## src/rtl/instruction_loader.sv

```systemverilog
// UART byte-stream program loader: assembles big-endian words into instruction RAM and holds the CPU in reset until loaded.
// Optional trailing checksum byte and sticky error flag enabled by defining LOADER_CHECKSUM_EN.
module instruction_loader #(
  parameter logic [31:0] ADDR_BASE = 32'h0000_0000,
  parameter logic [7:0]  SYNC_BYTE = 8'hA5
) (
  input  logic        clk,
  input  logic        reset,
  input  logic [7:0]  rx_data,
  input  logic        rx_valid,
  output logic        mem_we,
  output logic [31:0] mem_addr,
  output logic [31:0] mem_wdata,
  output logic        cpu_hold,
  output logic        done,
  output logic        error
);

  typedef enum logic [2:0] {ST_IDLE, ST_COUNT, ST_DATA, ST_CHECK, ST_DONE} state_t;

  state_t      state_reg, state_next;
  logic [7:0]  count_reg, count_next;
  logic [7:0]  widx_reg, widx_next;
  logic [1:0]  bidx_reg, bidx_next;
  logic [23:0] asm_reg, asm_next;
  logic        we_reg, we_next;
  logic [31:0] addr_reg, addr_next;
  logic [31:0] wdata_reg, wdata_next;
  logic        hold_reg, hold_next;
  logic        done_reg, done_next;
`ifdef LOADER_CHECKSUM_EN
  logic [7:0]  csum_reg, csum_next;
  logic        error_reg, error_next;
`endif

  always_comb begin
    state_next = state_reg;
    count_next = count_reg;
    widx_next  = widx_reg;
    bidx_next  = bidx_reg;
    asm_next   = asm_reg;
    we_next    = 1'b0;
    addr_next  = addr_reg;
    wdata_next = wdata_reg;
    done_next  = 1'b0;
`ifdef LOADER_CHECKSUM_EN
    csum_next  = csum_reg;
    error_next = error_reg;
`endif
    if (rx_valid) begin
      case (state_reg)
        ST_IDLE, ST_DONE: begin
          if (rx_data == SYNC_BYTE) begin
            state_next = ST_COUNT;
            widx_next  = 8'd0;
`ifdef LOADER_CHECKSUM_EN
            csum_next  = 8'd0;
            error_next = 1'b0;
`endif
          end
        end
        ST_COUNT: begin
          count_next = rx_data;
          bidx_next  = 2'd0;
          state_next = ST_DATA;
`ifdef LOADER_CHECKSUM_EN
          csum_next  = rx_data;
`endif
        end
        ST_DATA: begin
          asm_next  = {asm_reg[15:0], rx_data};
          bidx_next = bidx_reg + 2'd1;
`ifdef LOADER_CHECKSUM_EN
          csum_next = csum_reg ^ rx_data;
`endif
          if (bidx_reg == 2'd3) begin
            we_next    = 1'b1;
            addr_next  = ADDR_BASE + {22'd0, widx_reg, 2'b00};
            wdata_next = {asm_reg, rx_data};
            widx_next  = widx_reg + 8'd1;
            // count 0 means 256 words: 0 - 1 wraps to 255
            if (widx_reg == count_reg - 8'd1) begin
`ifdef LOADER_CHECKSUM_EN
              state_next = ST_CHECK;
`else
              state_next = ST_DONE;
              done_next  = 1'b1;
`endif
            end
          end
        end
`ifdef LOADER_CHECKSUM_EN
        ST_CHECK: begin
          if (rx_data == csum_reg) begin
            state_next = ST_DONE;
            done_next  = 1'b1;
          end else begin
            state_next = ST_IDLE;
            error_next = 1'b1;
          end
        end
`endif
        default: state_next = ST_IDLE;
      endcase
    end
    hold_next = (state_next != ST_DONE);
  end

  always_ff @(posedge clk) begin
    if (reset) begin
      state_reg <= ST_IDLE;
      count_reg <= 8'd0;
      widx_reg  <= 8'd0;
      bidx_reg  <= 2'd0;
      asm_reg   <= 24'd0;
      we_reg    <= 1'b0;
      addr_reg  <= ADDR_BASE;
      wdata_reg <= 32'd0;
      hold_reg  <= 1'b1;
      done_reg  <= 1'b0;
`ifdef LOADER_CHECKSUM_EN
      csum_reg  <= 8'd0;
      error_reg <= 1'b0;
`endif
    end else begin
      state_reg <= state_next;
      count_reg <= count_next;
      widx_reg  <= widx_next;
      bidx_reg  <= bidx_next;
      asm_reg   <= asm_next;
      we_reg    <= we_next;
      addr_reg  <= addr_next;
      wdata_reg <= wdata_next;
      hold_reg  <= hold_next;
      done_reg  <= done_next;
`ifdef LOADER_CHECKSUM_EN
      csum_reg  <= csum_next;
      error_reg <= error_next;
`endif
    end
  end

  assign mem_we    = we_reg;
  assign mem_addr  = addr_reg;
  assign mem_wdata = wdata_reg;
  assign cpu_hold  = hold_reg;
  assign done      = done_reg;
`ifdef LOADER_CHECKSUM_EN
  assign error     = error_reg;
`else
  assign error     = 1'b0;
`endif

endmodule
```

## config.mk

```make
export PLATFORM = sky130hd
export DESIGN_NAME = instruction_loader
export DESIGN_NICKNAME = d
export VERILOG_FILES = /design/src/rtl/instruction_loader.sv
export SDC_FILE = /design/constraint.sdc
export NUM_CORES = 1
export LEC_CHECK = 0
export CORE_ASPECT_RATIO = 1.5
export CORE_MARGIN = 2
export CORE_UTILIZATION = 50
export CTS_CLUSTER_DIAMETER = 100
export DETAILED_ROUTE_END_ITERATION = 12
export GPL_TIMING_DRIVEN = 0
export HOLD_SLACK_MARGIN = 0.12
export PLACE_DENSITY = 0.79
export SYNTH_ARGS = -nofsm -noshare
export SYNTH_HDL_FRONTEND = slang
export SYNTH_SLANG_ARGS = --single-unit
```

## constraint.sdc

```tcl
create_clock -name clk -period 2.75 [get_ports clk]
set_input_delay 0.55 -clock clk [delete_from_list [all_inputs] [get_ports clk]]
set_output_delay 0.55 -clock clk [all_outputs]
set_load 0.03 [all_outputs]
```

Word level (Yosys, flattened, before mapping)
Index checks and enable logic that the tools add are counted.
{ "totals": {"register_bits": 88, "inputBits": 11, "output_inout_bits": 68, "wordCells": 47} }
{ "op_classes": {"add_sub_neg": 3, "n_eq_ne": 9, "n_mux": 11, "bitwise_logic": 3, "n_reduce_logical": 11} }
{ "ops": {"columns": ["op", "count"], "rows": [
  ["2-to-1 mux 8 bit", 2],
  ["case mux 8 bit (2 select lines)", 1],
  ["2-to-1 mux 3 bit", 4],
  ["case mux 3 bit (3 select lines)", 1],
  ["adder 8 x 1 -> 8 bit, second input constant", 1],
  ["equality test 8 bit", 1],
  ["equality test 8 bit, second input constant", 1],
  ["subtractor 8 x 1 -> 8 bit, second input constant", 1],
  ["AND reduction 2 bit", 3],
  ["!= test 2 bit, second input constant", 2],
  ["case mux 2 bit (2 select lines)", 1],
  ["AND reduction 4 bit", 1],
  ["nonzero test 2 bit", 2],
  ["OR reduction 4 bit", 1],
  ["equality test 3 x 1 -> 1 bit, second input constant", 1],
  ["equality test 3 x 2 -> 1 bit, second input constant", 1],
  ["equality test 3 bit, second input constant", 1],
  ["logical NOT 3 bit", 1],
  ["!= test 3 bit, second input constant", 1],
  ["NOT 1 bit", 3],
  ["AND reduction 3 bit", 1],
  ["OR reduction 3 bit", 1],
  ["adder 2 x 1 -> 2 bit, second input constant", 1],
  ["equality test 2 bit, second input constant", 1],
  ["other kinds (2)", 3]
]} }

Logic depth before layout (Yosys ltp)
Gate-level depths: netlist of the first run.
{ "depth": {"depth_word": 7, "mapped_depth": 9, "depth_no_buf": 8} }

Least setup slack after synthesis of the first run
Ideal clock, no wire load.
{ "synth_timing": {"path_type": "register to register", "startpoint": "register count_reg[0]", "endpoint": "register hold_reg, in the netlist cpu_hold", "setup_time_ns": 0.124, "t_arrival_ns": 2.006, "t_required_ns": 2.626, "path_slack_ns": 0.620, "path_stages_with_launch": 10, "period_less_slack_ns": 2.130, "path_cell_list": "dfxtp_1 -> inv_1 -> ha_1 -> clkbuf_2 -> o21ba_1 -> a221oi_1 -> a41oi_1 -> nor4b_2 -> o31ai_2 -> a2111o_1"} }
{ "synth_between": {"elab_chain_len": 7} }
{ "synth_rtl": {"columns": ["element", "line", "source"], "rows": [
  ["start, declared", "22", "logic [7:0] count_reg, count_next;"],
  ["start signal, assigned", "127", "count_reg <= count_next;"],
  ["subtractor 8 x 1 -> 8 bit", "82", "if (widx_reg == count_reg - 8'd1) begin"],
  ["equality test 8 bit", "82", null],
  ["2-to-1 mux 3 bit", "82", null],
  ["2-to-1 mux 3 bit", "76", "if (bidx_reg == 2'd3) begin"],
  ["case mux 3 bit (3 select lines)", "51", "case (state_reg)"],
  ["2-to-1 mux 3 bit", "50", "if (rx_valid) begin"],
  ["!= test 3 bit", "106", "hold_next = (state_next != ST_DONE);"],
  ["end signal, assigned", "134", "hold_reg <= hold_next;"],
  ["end, declared", "29", "logic hold_reg, hold_next;"]
]} }
No other way between the ends.
A chain may end at the register's enable or synchronous reset.

Final worst setup path of the first run
Same ends and word-level chain as after synthesis.

==> results of run 1 <==
## report_power, final
group	internal, mW	leakage [nW]	switching, mW
clock network	0.443	0.0993	0.441
logic	0.0422	0.872	0.0850
registers	1.27	0.708	0.000273
## synth_stat cells
| cell type | n |
|---|---|
| nand3_1 | 7 |
| inv_1 | 3 |
| dfxtp_1 | 88 |
| o21ai_0 | 5 |
| and4bb_2 | 2 |
| mux2i_1 | 7 |
| nand3b_1 | 1 |
| or3_1 | 1 |
| ha_1 | 3 |
| a22oi_1 | 1 |
| nor4b_1 | 1 |
| nand2b_1 | 5 |
| nand4_1 | 2 |
| o31a_2 | 1 |
| xor2_1 | 12 |
| conb_1 | 1 |
| a41oi_1 | 1 |
| nor4bb_1 | 1 |
| a2111o_1 | 1 |
| o31ai_1 | 1 |
| a32oi_1 | 1 |
| a221oi_1 | 1 |
| buf_1 | 1 |
| a221oi_2 | 1 |
| xnor2_1 | 5 |
| buf_2 | 5 |
| and2_0 | 1 |
| clkbuf_1 | 20 |
| nand2_1 | 135 |
| clkbuf_2 | 1 |
| nor2_1 | 27 |
| nor4_1 | 1 |
| buf_4 | 27 |
| nor3_4 | 1 |
| and2_1 | 4 |
| nor3b_1 | 2 |
| nor4_2 | 1 |
| nor4b_2 | 1 |
| o21ba_1 | 1 |
| and3_1 | 1 |
| nor3_1 | 3 |
| o31ai_2 | 1 |
| a21oi_1 | 72 |
## through the flow
stage / util (%) / instances / cell area, µm² / power (mW)
2_1_floorplan: - / 481 / 3782 / 1.398
3_3_place_gp: 61.68 / 633 / 4428 / 1.428
3_5_place_dp: 61.68 / 633 / 4428 / 1.429
4_1_cts: 64.43 / 649 / 4626 / 2.293
5_1_grt: 64.43 / 649 / 4626 / 2.354
6_report: 64.43 / 649 / 4626 / 2.285
## worst max-delay path by stage
stage,start,to,slack (ns),depth (start not counted)
after floorplan,count_reg[0]$_SDFFE_PP0P_,cpu_hold$_SDFF_PP1_,0.62,9
after global placement,rx_data[4],widx_reg[7]$_SDFFE_PP0P_,0.11,7
after detailed placement,rx_data[4],widx_reg[7]$_SDFFE_PP0P_,0.06,7
after CTS,count_reg[0]$_SDFFE_PP0P_,cpu_hold$_SDFF_PP1_,0.35,9
after global routing,count_reg[0]$_SDFFE_PP0P_,cpu_hold$_SDFF_PP1_,0.17,9
final,count_reg[0]$_SDFFE_PP0P_,cpu_hold$_SDFF_PP1_,0.35,9
## metal layers
layer / GRT usage (%) / wire length, µm
met3: 3.050 / 325
met1: 22.69 / 3188
met5: 0 / 0
met4: 14.03 / 344
met2: 39.16 / 4358
## kinds of logic after synthesis
| kind of cell | share of synthesized area (%) |
|---|---|
| AO/OA/AOI/OAI | 13.15 |
| AND/OR/NAND/NOR | 23.35 |
| flip-flops | 47.71 |
| XOR/XNOR | 4.032 |
| other | 0.1016 |
| multiplexers | 1.898 |
| adder cells (fa/ha/maj) | 1.017 |
| buffers and inverters | 8.742 |
## worst max-delay path, cell delays in order, from the launching register on
cell	delay (ns)
dfxtp_1	0.43
inv_1	0.09
ha_1	0.19
clkbuf_2	0.17
o21ba_1	0.19
a221oi_1	0.28
a41oi_1	0.09
nor4b_2	0.30
o31ai_2	0.18
a2111o_1	0.39
## area by class of cell
class	instances	area, µm²
buffer	54	311.5
clock buffer	11	141.4
clock inverter	5	56.30
fill	643	2554
inverter	3	11.26
multi-input combinational	336	1698
sequential	88	1762
tap	100	125.1
timing repair buffer	52	520.5
==> impl_metrics.toml, run 1 <==
[pwr]
power_density_mw_per_mm2 = 494.0
irDropWorstVdd_v = 0.0003755
p_leak_nw = 1.680

[placed_design]
post-dp-hpwl_um = 6222
gp_congestion = 0.8743
portBuffers = 52
place_ws_ns = 0.06066

[run]
cap_violations = 0

[timing]
tns_ns = 0
setup_violations = 0
maxSlewViolCount = 0
tightest_slew_ns = 0.6995
setup_slack_ns = 0.3473
fin_skew_ns = 0.01038
hold_ws_ns = 0.4561
finalCritPeriodShare_pct = 87.37
fmax_mhz = 416.2
period_needed_ns = 2.403
rsz0062_at_grt = "no"
hold_violations = 0
slew_headroom_pct = 52.73

[yosys]
yosys_warnings = 0
synth_cells = 457
avgSynthCellArea_um2 = 8.079
synth_top_area_share_pct = 47.71
syn_area_mm2 = 0.003692
ys_seq_elements = 88
synth.distinct_cells = 43
synth_area_leader_cell = "dfxtp_1"
synth.area.top_cells = "dfxtp_1, nand2_1, a21oi_1"
ys_seq_area_share_pct = 47.71

[finish]
diodes = 0
largest_register_ffs = 32
final_cell_mix = "nand2_1, dfxtp_1, a21oi_1"
synthToLayoutAreaGrowth_pct = 25.28
drive_above_1_share_pct = 10.20
nets = 558
layout_commonest_cell = "nand2_1"

[clock_tree]
postCtsSetupBuffers = 0
cts_max_level = 3
numCtsBuffers = 9
clockBufferDepth = 2
cts_root_buffer = "clkbuf_8"
holdBufCountCts = 0
cts_tree = "built"
cts_resized = 0
clk_pin_slew_worst_paths_ns = 0.09
clk-insertion-delay-late_ns = 0.36
numClockSinks = 88

[grt]
track_usage_pct = 21.67
grt_first_pass_wirelength_um = 13410
antenna_found_initial = 0
first_global_vias = 3049
grt_max_degree = 15
grt-ovfl-total = 0

[drt]
routed_wl_um = 8216
routed_via_density = 4.908
dr.pass1.iters = 4
routed-via-count = 3185
drtIter0Drc = 85
antenna_left = 0
wl_per_cell_um = 12.66
drc_errors = 0

[setup_path]
worstSetupPathType = "flip-flop to flip-flop"
crit_fanout = 8
reg2reg_to = "cpu_hold$_SDFF_PP1_"
required_ns = 2.99
rr_startpoint = "count_reg[0]$_SDFFE_PP0P_"
reg2reg_depth = 9
cp-start-kind = "flip-flop"
endpoint_kind = "flip-flop"
r2r_setup_slack_ns = 0.35
arrival_ns = 2.65

[die]
design.core.area_mm2 = 0.007179
die_h_um = 109.2
die_x_um = 74.17
ios = 79
initial_core_util_pct = 51.43
placementRows = 38
die-area_mm2 = 0.008102

[outcome]
status = "complete, no violations"

[min_path]
holdCritStartpoint = "asm_reg[16]$_SDFFE_PP0P_"
holdCritPathClass = "flip-flop to flip-flop"
min_to = "mem_wdata[24]$_SDFFE_PP0P_"
worstHoldPathCells = 2
(Power assumes the default switching activity.)
==> run 2: changes to the inputs <==
--- a/config.mk
+++ b/config.mk
@@ -6,7 +6,6 @@
 export NUM_CORES = 1
 export LEC_CHECK = 0
 export CORE_ASPECT_RATIO = 1.5
-export CORE_MARGIN = 2
 export CORE_UTILIZATION = 50
 export CTS_CLUSTER_DIAMETER = 100
 export DETAILED_ROUTE_END_ITERATION = 12
==> impl_metrics.toml, run 2 (synthesis results as in run 1) <==
[clock_tree]
numClockSinks = 88
postCtsSetupBuffers = 0
numCtsBuffers = 9
clk_pin_slew_worst_paths_ns = 0.08
clk-insertion-delay-late_ns = 0.37
holdBufCountCts = 0
cts_resized = 0
cts_root_buffer = "clkbuf_8"
cts_tree = "built"
cts_max_level = 3
clockBufferDepth = 2

[setup_path]
slowest_delay_ns = 0.44
endpoint_kind = "flip-flop"
rr_startpoint = "count_reg[0]$_SDFFE_PP0P_"
reg2reg_depth = 9
critical_path.top_delay_family = "compound AO/OA/AOI/OAI gates"
reg2reg_to = "cpu_hold$_SDFF_PP1_"
arrival_ns = 2.69
critPathSlowestCell = "dfxtp_1"
r2r_setup_slack_ns = 0.31
worstPathCellList = "inv_1 -> ha_1 -> clkbuf_2 -> o21ba_1 -> a221oi_1 -> a41oi_1 -> nor4b_2 -> o31ai_2 -> a2111o_1"
worstSetupPathType = "flip-flop to flip-flop"
cp-start-kind = "flip-flop"
crit_fanout = 8
path_buf_inv = 2
required_ns = 3.00

[drt]
wl_per_cell_um = 12.62
drtIter0Drc = 178
routed_via_density = 4.923
antenna_left = 0
routed_wl_um = 8177
drc_errors = 0
dr.pass1.iters = 4
routed-via-count = 3190

[finish]
design_area_mm2 = 0.004602
diodes = 0
finalNonFillerCells = 648
synthToLayoutAreaGrowth_pct = 24.64
multi_input_area_mm2 = 0.001698
largest_register_ffs = 32
drive_above_1_share_pct = 9.854
final_cell_mix = "nand2_1, dfxtp_1, a21oi_1"
nets = 558
fillers = 653
layout_commonest_cell = "nand2_1"
seq_area_mm2 = 0.001762

[grt]
grt_max_degree = 14
track_usage_pct = 22.86
grt.met2_usage_pct = 41.46
first_global_vias = 3070
globalRoute.busiestLayer = "met2"
antenna_found_initial = 0
grt-ovfl-total = 0
gr-usage-met3_pct = 6.203
use_met1_pct = 22.26
grt_first_pass_wirelength_um = 13570

[timing]
tightest_slew_ns = 0.7445
setup_slack_ns = 0.3097
maxSlewViolCount = 0
period_needed_ns = 2.440
setup_violations = 0
fmax_mhz = 409.8
slew_headroom_pct = 49.69
finalCritPeriodShare_pct = 88.74
hold_violations = 0
rsz0062_at_grt = "no"
fin_skew_ns = 0.004840
tns_ns = 0

[die]
ios = 79
placementRows = 38
die-area_mm2 = 0.007739
die_h_um = 107.2
design.core.area_mm2 = 0.007179
initial_core_util_pct = 51.43
die_x_um = 72.17

[placed_design]
place_inst = 633
gp_congestion = 0.8569
place_ws_ns = 0.02484
portBuffers = 52
post-dp-hpwl_um = 6189
placed_area_mm2 = 0.004428

[outcome]
status = "complete, no violations"

[min_path]
min_to = "mem_wdata[23]$_SDFFE_PP0P_"
holdCritStartpoint = "mem_wdata[23]$_SDFFE_PP0P_"
worstHoldPathCells = 2
holdCritPathClass = "flip-flop to flip-flop"

[pwr]
power_density_mw_per_mm2 = 477.7
irDropWorstVdd_v = 0.0003378
p_leak_nw = 1.662

[run]
cap_violations = 0
## run 2: cell count changes in the layout (fill, tap and decap cells not counted), sizes merged
cell | previous run | this run
clkbuf | 32 | 34
clkinv | 3 | 0
bufinv | 1 | 0
clkinvlp | 1 | 2
## run 2: metal layers
| layer | part of all wire, % | vias up | wire [µm] |
|---|---|---|---|
| met5 | 0 | - | 0 |
| met4 | 4.4 | 0 | 357 |
| met3 | 3.8 | 25 | 313 |
| met2 | 54 | 85 | 4390 |
| met1 | 38 | 1465 | 3116 |
| li1 | - | 1615 | - |
## run 2: layout make-up
class	instances	share of cell area [%]
Buffer	54	6.770
Clock buffer	13	3.453
Clock inverter	2	0.3263
Inverter	3	0.2447
Multi-Input combinational cell	336	36.90
Sequential cell	88	38.28
Tap cell	100	2.719
Timing Repair Buffer	52	11.31
## run 2: power breakdown
group	leakage (nW)	internal [mW]	switching, mW	total, mW
sequential	0.708	1.27	0.000271	1.27
combinational	0.872	0.0422	0.0852	0.127
clock	0.0817	0.373	0.425	0.798
## run 2: worst max-delay path by stage
stage,startpoint,endpoint,slack [ns],cells after the start
2_1_floorplan,count_reg[0]$_SDFFE_PP0P_,cpu_hold$_SDFF_PP1_,0.62,9
3_3_place_gp,rx_data[4],widx_reg[7]$_SDFFE_PP0P_,0.09,7
3_5_place_dp,rx_data[6],widx_reg[6]$_SDFFE_PP0P_,0.02,7
4_1_cts,count_reg[0]$_SDFFE_PP0P_,cpu_hold$_SDFF_PP1_,0.32,9
5_1_grt,count_reg[0]$_SDFFE_PP0P_,cpu_hold$_SDFF_PP1_,0.14,9
6_report,count_reg[0]$_SDFFE_PP0P_,cpu_hold$_SDFF_PP1_,0.31,9
## run 2: worst register-to-register path, cell delays in order (launching register included)
cell and delay [ns]:
dfxtp_1 0.44, inv_1 0.09, ha_1 0.20, clkbuf_2 0.16, o21ba_1 0.19, a221oi_1 0.31, a41oi_1 0.10, nor4b_2 0.29
o31ai_2 0.17, a2111o_1 0.38
## run 2: metrics by stage
step | hold slack (ns) | power, mW | util (%)
detailed placement | 0.4464 | 1.429 | 61.68
CTS | 0.4565 | 2.214 | 64.10
global placement | 0.4401 | 1.428 | 61.68
floorplan | 0.4322 | 1.398 | -
finish | 0.4561 | 2.198 | 64.10
global route | 0.4704 | 2.276 | 64.10
